File: config.mk
export PLATFORM = sky130hd
export DESIGN_NAME = multiplier_nbits_seq
export DESIGN_NICKNAME = d
export VERILOG_FILES = /design/src/rtl/multiplier_pkg.sv /design/src/rtl/twos_magnitude.sv /design/src/rtl/multiplier_nbits_seq.sv
export SDC_FILE = /design/constraint.sdc
export NUM_CORES = 1
export LEC_CHECK = 0
export BUFFER_PORTS_ARGS = -buffer_cell sky130_fd_sc_hd__clkbuf_2
export CAP_MARGIN = 15
export CORE_MARGIN = 2
export CORE_UTILIZATION = 40
export DETAILED_ROUTE_END_ITERATION = 8
export PLACE_DENSITY = 0.64
export RECOVER_POWER = 25
export SLEW_MARGIN = 20
export SYNTH_ARGS = -nofsm -noshare
export SYNTH_HDL_FRONTEND = slang
export SYNTH_HIERARCHICAL = 1
export SYNTH_SLANG_ARGS = --single-unit
File: constraint.sdc
create_clock -name CLK -period 3.23 [get_ports CLK]
set_input_delay 0.1615 -clock CLK [delete_from_list [all_inputs] [get_ports CLK]]
set_output_delay 0.1615 -clock CLK [all_outputs]
set_load 0.01 [all_outputs]
File: src/rtl/multiplier_pkg.sv
// Shared types for the sequential shift-add multiplier: FSM states and the
// helper that sizes the double-width product.
package multiplier_pkg;

  typedef enum logic [1:0] {
    IDLE = 2'd0,
    CALC = 2'd1,
    FIX  = 2'd2,
    DONE = 2'd3
  } state_t;

  // Bit width of the product of two operands of the given width.
  function automatic int mul_width_t(input int width);
    return 2 * width;
  endfunction

endpackage

File: src/rtl/twos_magnitude.sv
// Conditional two's-complement negation: yields |value| for a signed operand
// whose MSB is set, or the negation of value when force_neg is asserted.
module twos_magnitude #(
  parameter int WIDTH = 8
) (
  input  logic [WIDTH-1:0] value,
  input  logic             is_signed,
  input  logic             force_neg,
  output logic [WIDTH-1:0] magnitude,
  output logic             sign
);

  assign sign      = (is_signed & value[WIDTH-1]) | force_neg;
  // -2^(WIDTH-1) maps onto itself, which read unsigned is the correct magnitude.
  assign magnitude = sign ? WIDTH'(~value + 1'b1) : value;

endmodule

File: src/rtl/multiplier_nbits_seq.sv
// Parametrised sequential shift-add multiplier with S/PRONTO handshake,
// run-time signed mode and a BUSY status; one iteration per clock.
module multiplier_nbits_seq
  import multiplier_pkg::*;
#(
  parameter int WIDTH = 8
) (
  input  logic                            CLK,
  input  logic                            RESET,
  input  logic                            S,
  input  logic                            SIGNED_MODE,
  input  logic [WIDTH-1:0]                w,
  input  logic [WIDTH-1:0]                y,
  output logic [mul_width_t(WIDTH)-1:0]   result,
  output logic                            PRONTO,
  output logic                            BUSY
);

  localparam int PW = mul_width_t(WIDTH);
  localparam int CW = $clog2(WIDTH + 1);

  state_t            state;
  state_t            state_nx;
  logic [CW-1:0]     cnt;
  logic [WIDTH-1:0]  mcand;
  logic [WIDTH-1:0]  mplier;
  logic [WIDTH-1:0]  w_mag;
  logic [WIDTH-1:0]  y_mag;
  logic              w_sign;
  logic              y_sign;
  logic              neg;
  logic [PW:0]       acc;
  logic [WIDTH:0]    sum;
  logic [PW-1:0]     prod_final;
  logic              final_sign_unused;

  twos_magnitude #(.WIDTH(WIDTH)) u_mag_w (
    .value     (w),
    .is_signed (SIGNED_MODE),
    .force_neg (1'b0),
    .magnitude (w_mag),
    .sign      (w_sign)
  );

  twos_magnitude #(.WIDTH(WIDTH)) u_mag_y (
    .value     (y),
    .is_signed (SIGNED_MODE),
    .force_neg (1'b0),
    .magnitude (y_mag),
    .sign      (y_sign)
  );

  // The unsigned product magnitude is negated only when the operand signs differed.
  twos_magnitude #(.WIDTH(PW)) u_fix (
    .value     (acc[PW-1:0]),
    .is_signed (1'b0),
    .force_neg (neg),
    .magnitude (prod_final),
    .sign      (final_sign_unused)
  );

  assign sum    = acc[PW:WIDTH] + (mplier[0] ? {1'b0, mcand} : '0);
  assign PRONTO = (state == DONE);
  assign BUSY   = (state != IDLE);

  always_ff @(posedge CLK) begin
    if (RESET) state <= IDLE;
    else       state <= state_nx;
  end

  always_comb begin
    state_nx = state;
    case (state)
      IDLE:    if (S) state_nx = CALC;
      CALC:    if (cnt == CW'(1)) state_nx = FIX;
      FIX:     state_nx = DONE;
      DONE:    state_nx = IDLE;
      default: state_nx = IDLE;
    endcase
  end

  always_ff @(posedge CLK) begin
    if (RESET) begin
      cnt    <= '0;
      result <= '0;
    end else begin
      case (state)
        IDLE:    if (S) cnt <= CW'(WIDTH);
        CALC:    cnt <= cnt - CW'(1);
        FIX:     result <= prod_final;
        default: ;
      endcase
    end
  end

  // Datapath: operand capture and one add-then-shift step per CALC cycle.
  always_ff @(posedge CLK) begin
    case (state)
      IDLE: begin
        if (S) begin
          mcand  <= w_mag;
          mplier <= y_mag;
          neg    <= w_sign ^ y_sign;
          acc    <= '0;
        end
      end
      CALC: begin
        acc    <= {1'b0, sum, acc[WIDTH-1:1]};
        mplier <= mplier >> 1;
      end
      default: ;
    endcase
  end

endmodule

### Yosys cells after proc, flatten, opt, wreduce, memory -nomap -nowiden

Cells that the tools add are included.

* bits in registers: 56
* latch bits: 0
* bits in writable memories: 0
* ROM bits: 0
* input bits: 20
* output and inout bits: 18
* word-level logic and storage cells: 43
* memories: 0

* $add $sub $neg: 5
* $mul: 0
* divide/modulo/power cells: 0
* magnitude comparators: 0
* equality and inequality tests: 6
* shift operators: 0
* mux-type cells: 13
* bitwise gates (word level): 6
* reduce and logical (&&, ||, !) cells: 6

Operators by type and width (number)
* $pmux 17 s2: 1
* $mux 8: 4
* $mux 17: 1
* $add 16x1->16 const B: 1
* $add 8x1->8 const B: 2
* $mux 16: 1
* $not 16->16: 1
* $not 8->8: 2
* $pmux 8 s2: 1
* $add 9x8->9: 1
* $pmux 2 s4: 1
* $pmux 4 s2: 1
* $reduce_and 2->1: 3
* $eq 2x2->1 const B: 2
* $eq 4x1->1 const B: 1
* $mux 2: 2
* $mux 4: 1
* $ne 2x2->1 const B: 2
* $reduce_bool 2->1: 2
* $sub 4x1->4 const B: 1
* $and 1x1->1: 2
* $eq 2x1->1 const B: 1
* $logic_not 2->1: 1
* $xor 1x1->1: 1

### Logic depth before layout (Yosys ltp)

Gate-level depths: netlist (run 1).

* depth in word-level cells: 5
* depth in mapped cells: 7
* gate-level depth less buffers: 7

### Hierarchy

Netlist (run 1), hierarchy kept.

By module, submodules not included
* multiplier_nbits_seq: instances 1, cells an instance 205, area each 2492.4 µm²
* twos_magnitude at u_mag_w ...: instances 2, cells an instance 25, area each 206.4 µm²
* twos_magnitude at u_fix: instances 1, cells an instance 50, area each 327.8 µm²

### Least setup slack after synthesis (run 1)

Ideal clock, no wire load.

* path kind: flip-flop to flip-flop
* start: reg mplier[0]
* end: reg acc[13], data pin
* library setup time: 0.259 ns
* data arrival time: 1.740 ns
* path slack: 1.231 ns
* cell stages (with the launch flop): 8
* clock period less this slack: 1.999 ns
* cells stage by stage: edfxtp_1 and2_1 ha_1 fa_1 a21oi_1 o21ai_0 a211oi_1 nor2_1

* longest elaborated chain between the ends: 3

RTL lines
* from (decl): line multiplier_nbits_seq.sv:26 `logic [WIDTH-1:0] mplier;`
* from (signal assigned): line multiplier_nbits_seq.sv:102 `mplier <= y_mag;`
* from (signal assigned): line multiplier_nbits_seq.sv:109 `mplier <= mplier >> 1;`
* $mux 8: line multiplier_nbits_seq.sv:62 `assign sum = acc[PW:WIDTH] + (mplier[0] ? {1'b0, mcand} : '0);`
* $add 9x8->9: line multiplier_nbits_seq.sv:62
* $pmux 17 s2: line multiplier_nbits_seq.sv:98 `case (state)`
* to (signal assigned): line multiplier_nbits_seq.sv:108 `acc <= {1'b0, sum, acc[WIDTH-1:1]};`
* to (decl): line multiplier_nbits_seq.sv:32 `logic [PW:0] acc;`

Every way passes these cells.
A chain may end at the register's enable or synchronous reset.

### Final worst setup path (run 1)

* start: reg state[0]
* end: reg acc[0] (enable)

* longest elaborated chain between the ends: 3

RTL lines
* from (decl): line multiplier_nbits_seq.sv:22 `state_t state;`
* from (signal assigned): line multiplier_nbits_seq.sv:68 `else state <= state_nx;`
* $eq 2x1->1 or $logic_not 2->1 (tied branches): line multiplier_nbits_seq.sv:98
* $reduce_bool 2->1 (no line) or $ne 2x2->1 (tied branches)
* $reduce_and 2->1 (no line) *

Mark *: on every way between the ends. The rest lies on a longest branch, timed or not.

==> results of run 1 <==
==> per-stage QoR <==
stage | hold slack (ps) | worst slack, ps
floorplan | 226 | 1230
global placement | 391 | 1070
detailed placement | 392 | 962
CTS | 68.8 | 943
global route | 128 | 754
finish | 119 | 975
==> cells in the final DEF, fill, tap and decap left out, drive strengths merged <==
master and instances:
and2 22, buf 1, nand2b 4, xor2 14
or3b 1, and3b 1, o31ai 3, ha 17
fa 1, o21bai 1, nor2b 2, clkbuf 44
edfxtp 33, nand2 10, o211a 2, or3 2
a211oi 3, nand3 5, inv 24, o41ai 1
nor2 35, a22oi 1, a221oi 1, a21oi 14
and3 1, a31oi 6, mux2 9, xnor2 16
nor3 8, a2bb2oi 1, o21ai 15, mux2i 18
dfxtp 22, conb 3, clkinv 1
==> logic make-up (layout without fill, tap and decap cells) <==
| group | after synthesis | count (layout) |
|---|---|---|
| AO/OA/AOI/OAI | 48 | 48 |
| XOR/XNOR | 30 | 30 |
| adder cells (fa/ha/maj) | 18 | 18 |
| buffers and inverters | 35 | 70 |
| flip-flops | 55 | 55 |
| multiplexers | 27 | 27 |
| other | 1 | 3 |
| AND/OR/NAND/NOR | 91 | 91 |
==> metal layers <==
metal / track usage, % / vias to the layer above / part of all wire, %
li1: - / 1117 / -
met1: 16.8 / 988 / 49
met2: 21.7 / 41 / 45
met3: 2.09 / 8 / 4.3
met4: 5.07 / 0 / 1.9
met5: 0 / - / 0
==> synthesized netlist by cell type (10+ instances only) <==
master    instances  area [sq um]
a21oi_1          11          55.1
and2_1           22           138
dfxtp_1          22           440
edfxtp_1         33           991
ha_1             17           213
inv_1            24          90.1
mux2i_1          18           180
nand2_1          10          37.5
nor2_1           35           131
o21ai_0          14          70.1
xnor2_1          16           140
xor2_1           14           123
==> layout make-up <==
cell class | count | share of cell area [%]
Multi-Input combinational cell | 217 | 46.3
Clock inverter | 1 | 0.106
Clock buffer | 7 | 2.43
Tap cell | 102 | 3.59
Inverter | 24 | 2.53
Timing Repair Buffer | 38 | 4.75
Sequential cell | 55 | 40.3
==> state kept, by name, indices dropped and copies added, names as in the netlist <==
signal  count
neg         1
state       2
mplier      8
result     16
cnt         4
acc        16
mcand       8
==> path summary, 6_finish.rpt <==
path | endpoint | start | slack, ps | depth (start not counted)
max | acc[0] | state[0] | 980 | 5
min | mcand[0] | w[0] | 120 | 1
max reg2reg | acc[0] | state[0] | 980 | 5
min reg2reg | result[7] | result[7] | 500 | 2
==> power by group <==
part | internal [W] | switching, W
combinational | 0.000613 | 0.000784
sequential | 0.00111 | 0.000197
clock | 0.000172 | 0.000214
==> worst max-delay path, delay by kind of cell, from the launching register on <==
| family | cells | cell delay (ps) |
|---|---|---|
| flip-flops | 1 | 390 |
| AO/OA/AOI/OAI | 1 | 220 |
| adder cells (fa/ha/maj) | 1 | 270 |
| AND/OR/NAND/NOR | 1 | 150 |
| buffers and inverters | 2 | 850 |
==> results.yml, run 1 <==
cts:
  htree_levels: 2
  clock_sinks: 55
  clk_latency_ps: 310
  cts_resized: 0
  tritoncts: "yes"
  clk_pin_slew_ps: 90
  cts_made_buffers: 5
  post_cts_buffers: 0
  root_buffer: "clkbuf_8"
  clk_path_buf_depth: 2
  hold_buffers: 0
floorplanning:
  dieArea_sq_mm: 0.00882
  io_pins: 38
  row_count: 32
  core_area_sq_mm: 0.00777
  die_y_microns: 93.9
  start_util_pct: 41.6
  die_x_microns: 93.9
power:
  ir_drop_mv: 0.246
  power_density_mw_per_mm2: 870
  p_leak_nw: 1.39
  total_power_w: 0.00309
place:
  placed_cell_area_sq_mm: 0.00350
  hpwl_microns: 4060
  io_buffer_count: 37
  post-place-cells: 436
  gp_congestion: 0.768
critical_path:
  arrival_ps: 2190
  endpoint_kind: "register"
  path_common_cell: "inv_1"
  critical_path_class: "register to register"
  critPathMaxFanout: 24
  worstPathCellList: "inv_1 > ha_1 > nand2b_1 > o21ai_0 > inv_1"
  cp.required_ps: 3170
  crit_path_start_kind: "register"
  critPathSlowestCell: "inv_1"
  cpPeakStageDelay_ps: 770
routing:
  drt-pass1-iter-count: 4
  via_per_inst: 4.85
  vias: 2154
  final_antenna_net_count: 0
  drt-total-wl_microns: 5400
  drt_iter0_markers: 66
  drc: 0
  wire_per_inst_microns: 12.2
logic_synthesis:
  ys_seq_area_share_pct: 44.3
  async_flop_share_pct: 0
  synth_area_per_cell_sq_um: 10.6
  synth_top_family_by_area: "simple AND/OR/NAND/NOR gates"
  synth_cell_type_count: 41
  ys_ff_latch: 55
  synth_adder_area_share_pct: 7.20
  synth_simple_gate_area_share_pct: 15.2
  yosys-mux-area-fraction_pct: 8.94
  synth-compound-area-share_pct: 11.5
  synth-main-ff-cell: "edfxtp_1"
  syn_inst: 305
  ys.warnings.count: 6
  yosys.area_share.xor_xnor_pct: 8.13
  synth-edff-count: 33
  syn_area_sq_mm: 0.00323
global_routing:
  grt_max_degree: 32
  antenna_found_initial: 0
  grt_usage_pct: 13.0
  grt_pass1_vias: 2053
  grt.overflow.total: 0
  grt_pass1_wl_microns: 9090
timing:
  min_period_over_period_pct: 69.8
  setup_violations: 0
  finalHoldViolations: 0
  rsz0062_at_grt: "no"
  drv_slew: 0
  slew_headroom_pct: 33.9
  max_freq_mhz: 443
  worstMarginPinSlew_ps: 991
  tns_ps: 0
  fin_skew_ps: 3.46
  finalCriticalPeriod_ps: 2250
cells_and_area:
  synthToLayoutAreaGrowth_pct: 9.98
  fill_cells: 767
  nets: 379
  multi_input_area_sq_mm: 0.00165
  fin_util_pct: 45.8
  drive_above_1_share_pct: 14.9
  postLayoutCellArea_sq_mm: 0.00356
  final_cells: 444
  register_area_sq_mm: 0.00143
  diodes: 0
run:
  drv_cap: 0
status:
  status: "finished clean"
hold_path:
  hold_class: "input port to register"
Note: power is estimated with default switching activity, not from simulation.
==> inputs of run 2 (changes only) <==
clock period = 2.15 ns   (was 3.23 ns; I/O delays follow)
==> results.yml, run 2 (synthesized netlist as in run 1, its figures left out) <==
critical_path:
  crit_path_start_kind: "register"
  reg2reg_depth: 7
  critical_path_buf_inv_count: 1
  r2r_end: "acc[14]"
  critical_path_class: "register to register"
  r2r_slack_ps: 110
  critPathMaxFanout: 6
  cp.required_ps: 2230
  critPathSlowestCell: "edfxtp_1"
  arrival_ps: 2120
  cpPeakStageDelay_ps: 400
  critPathTopFamily: "compound AO/OA/AOI/OAI gates"
  endpoint_kind: "register"
  worstPathCellList: "buf_4 > and2_1 > ha_1 > nand3_1 > a211oi_1 > o21ai_0 > and3b_1"
  regToRegStartpoint: "mplier[0]"
place:
  gp_congestion: 0.788
  hpwl_microns: 4210
  placed_cell_area_sq_mm: 0.00354
  io_buffer_count: 37
  post-place-cells: 440
cts:
  root_buffer: "clkbuf_8"
  cts_made_buffers: 5
  clk_pin_slew_ps: 90
  htree_levels: 2
  clock_sinks: 55
  cts_resized: 0
  post_cts_buffers: 0
  clk_latency_ps: 310
  hold_buffers: 0
  clk_path_buf_depth: 2
  tritoncts: "yes"
power:
  ir_drop_mv: 0.490
  power_density_mw_per_mm2: 1320
  swShare_pct: 39.3
  p_int_w: 0.00288
  p_leak_nw: 1.40
  total_power_w: 0.00475
  p_switching_w: 0.00186
  p_seq_share_pct: 41.3
  p_clk_share_pct: 11.8
  power_frac_comb_pct: 46.9
timing:
  finalHoldViolations: 0
  finalCriticalPeriod_ps: 2040
  min_period_over_period_pct: 94.9
  tns_ps: 0
  worstMarginPinSlew_ps: 766
  slew_headroom_pct: 48.9
  drv_slew: 0
  setup_violations: 0
  max_freq_mhz: 490
  rsz0062_at_grt: "no"
  fin_skew_ps: 6.95
routing:
  drt-pass1-iter-count: 4
  drt_iter0_markers: 109
  vias: 2199
  final_antenna_net_count: 0
  drc: 0
  wire_per_inst_microns: 12.5
  drt-total-wl_microns: 5620
  via_per_inst: 4.91
global_routing:
  antenna_found_initial: 0
  grt_pass1_vias: 2088
  grt.overflow.total: 0
  grt_max_degree: 32
  grt_usage_pct: 13.7
  grt_pass1_wl_microns: 9530
cells_and_area:
  nets: 383
  mostFrequentLayoutCells: "nor2_1, edfxtp_1, inv_1"
  final_common_cell: "nor2_1"
  diodes: 0
  synthToLayoutAreaGrowth_pct: 10.8
  fill_cells: 759
  reg.largest.list: "acc: 16 flops, result: 16 flops"
  postLayoutCellArea_sq_mm: 0.00358
  drive_above_1_share_pct: 15.6
  final_cells: 448
hold_path:
  hold_class: "input port to register"
  hp-start: "w[0]"
  min_path_cells: 1
  hold_end: "mcand[0]"
floorplanning:
  io_pins: 38
  core_area_sq_mm: 0.00777
  row_count: 32
  die_x_microns: 93.9
  start_util_pct: 41.6
  die_y_microns: 93.9
  dieArea_sq_mm: 0.00882
status:
  status: "finished clean"
run:
  drv_cap: 0
==> run 2: cell types whose count changed in the layout (fill, tap and decap cells not counted), sizes merged <==
cell and delta:
clkinvlp +1, buf +4, clkbuf -2, clkinv +1
==> run 2: per-layer routing <==
metal	up-vias	track usage [%]	part of all wire [%]	routed length (microns)
li1	1126	-	-	-
met1	1014	16.9	46	2580
met2	54	23.2	47	2670
met3	5	3.21	5.4	304
met4	0	4.71	1.1	63
met5	-	0	0	0
==> run 2: final cells by class <==
type / count / area [sq um] / share of cell area [%]
clock buffers: 5 / 68.8 / 1.92
inverters: 24 / 90.1 / 2.51
well taps: 102 / 128 / 3.56
repair buffers: 42 / 211 / 5.90
flip-flops and latches: 55 / 1430 / 39.9
multi-input cells: 217 / 1640 / 45.7
clock inverters: 3 / 15.0 / 0.419
==> run 2: worst max-delay path by stage <==
stage,from,to,cells after the start
after global placement,mplier[0],acc[13],7
after CTS,mplier[0],acc[13],7
after global routing,mplier[0],acc[14],7
after floorplan,mplier[0],acc[13],7
after detailed placement,mplier[0],acc[13],7
final,mplier[0],acc[14],7
==> run 2: power groups by stage <==
| stage | registers [W] | clock network (W) | logic (W) |
|---|---|---|---|
| 6_report | 0.00196 | 0.000559 | 0.00223 |
| 5_1_grt | 0.00202 | 0.000613 | 0.00253 |
| 4_1_cts | 0.00197 | 0.000580 | 0.00227 |
| 3_5_place_dp | 0.00199 | 0 | 0.00226 |
| 3_3_place_gp | 0.00197 | 0 | 0.00220 |
| 2_1_floorplan | 0.00194 | 0 | 0.00168 |
==> run 2: metrics by stage <==
stage | utilization (%) | worst slack, ps | hold WS [ps]
2_1_floorplan | - | 151 | 172
3_3_place_gp | 45.6 | 111 | 343
3_5_place_dp | 45.6 | 76.7 | 349
4_1_cts | 46.7 | 84.1 | 22.8
5_1_grt | 46.1 | 3.70 | 84.9
6_report | 46.1 | 110 | 71.2
==> run 2: worst register-to-register path: stages (launching register included) <==
cell and delay (ps):
edfxtp_1 400, buf_4 160, and2_1 130, ha_1 360
nand3_1 130, a211oi_1 330, o21ai_0 140, and3b_1 170
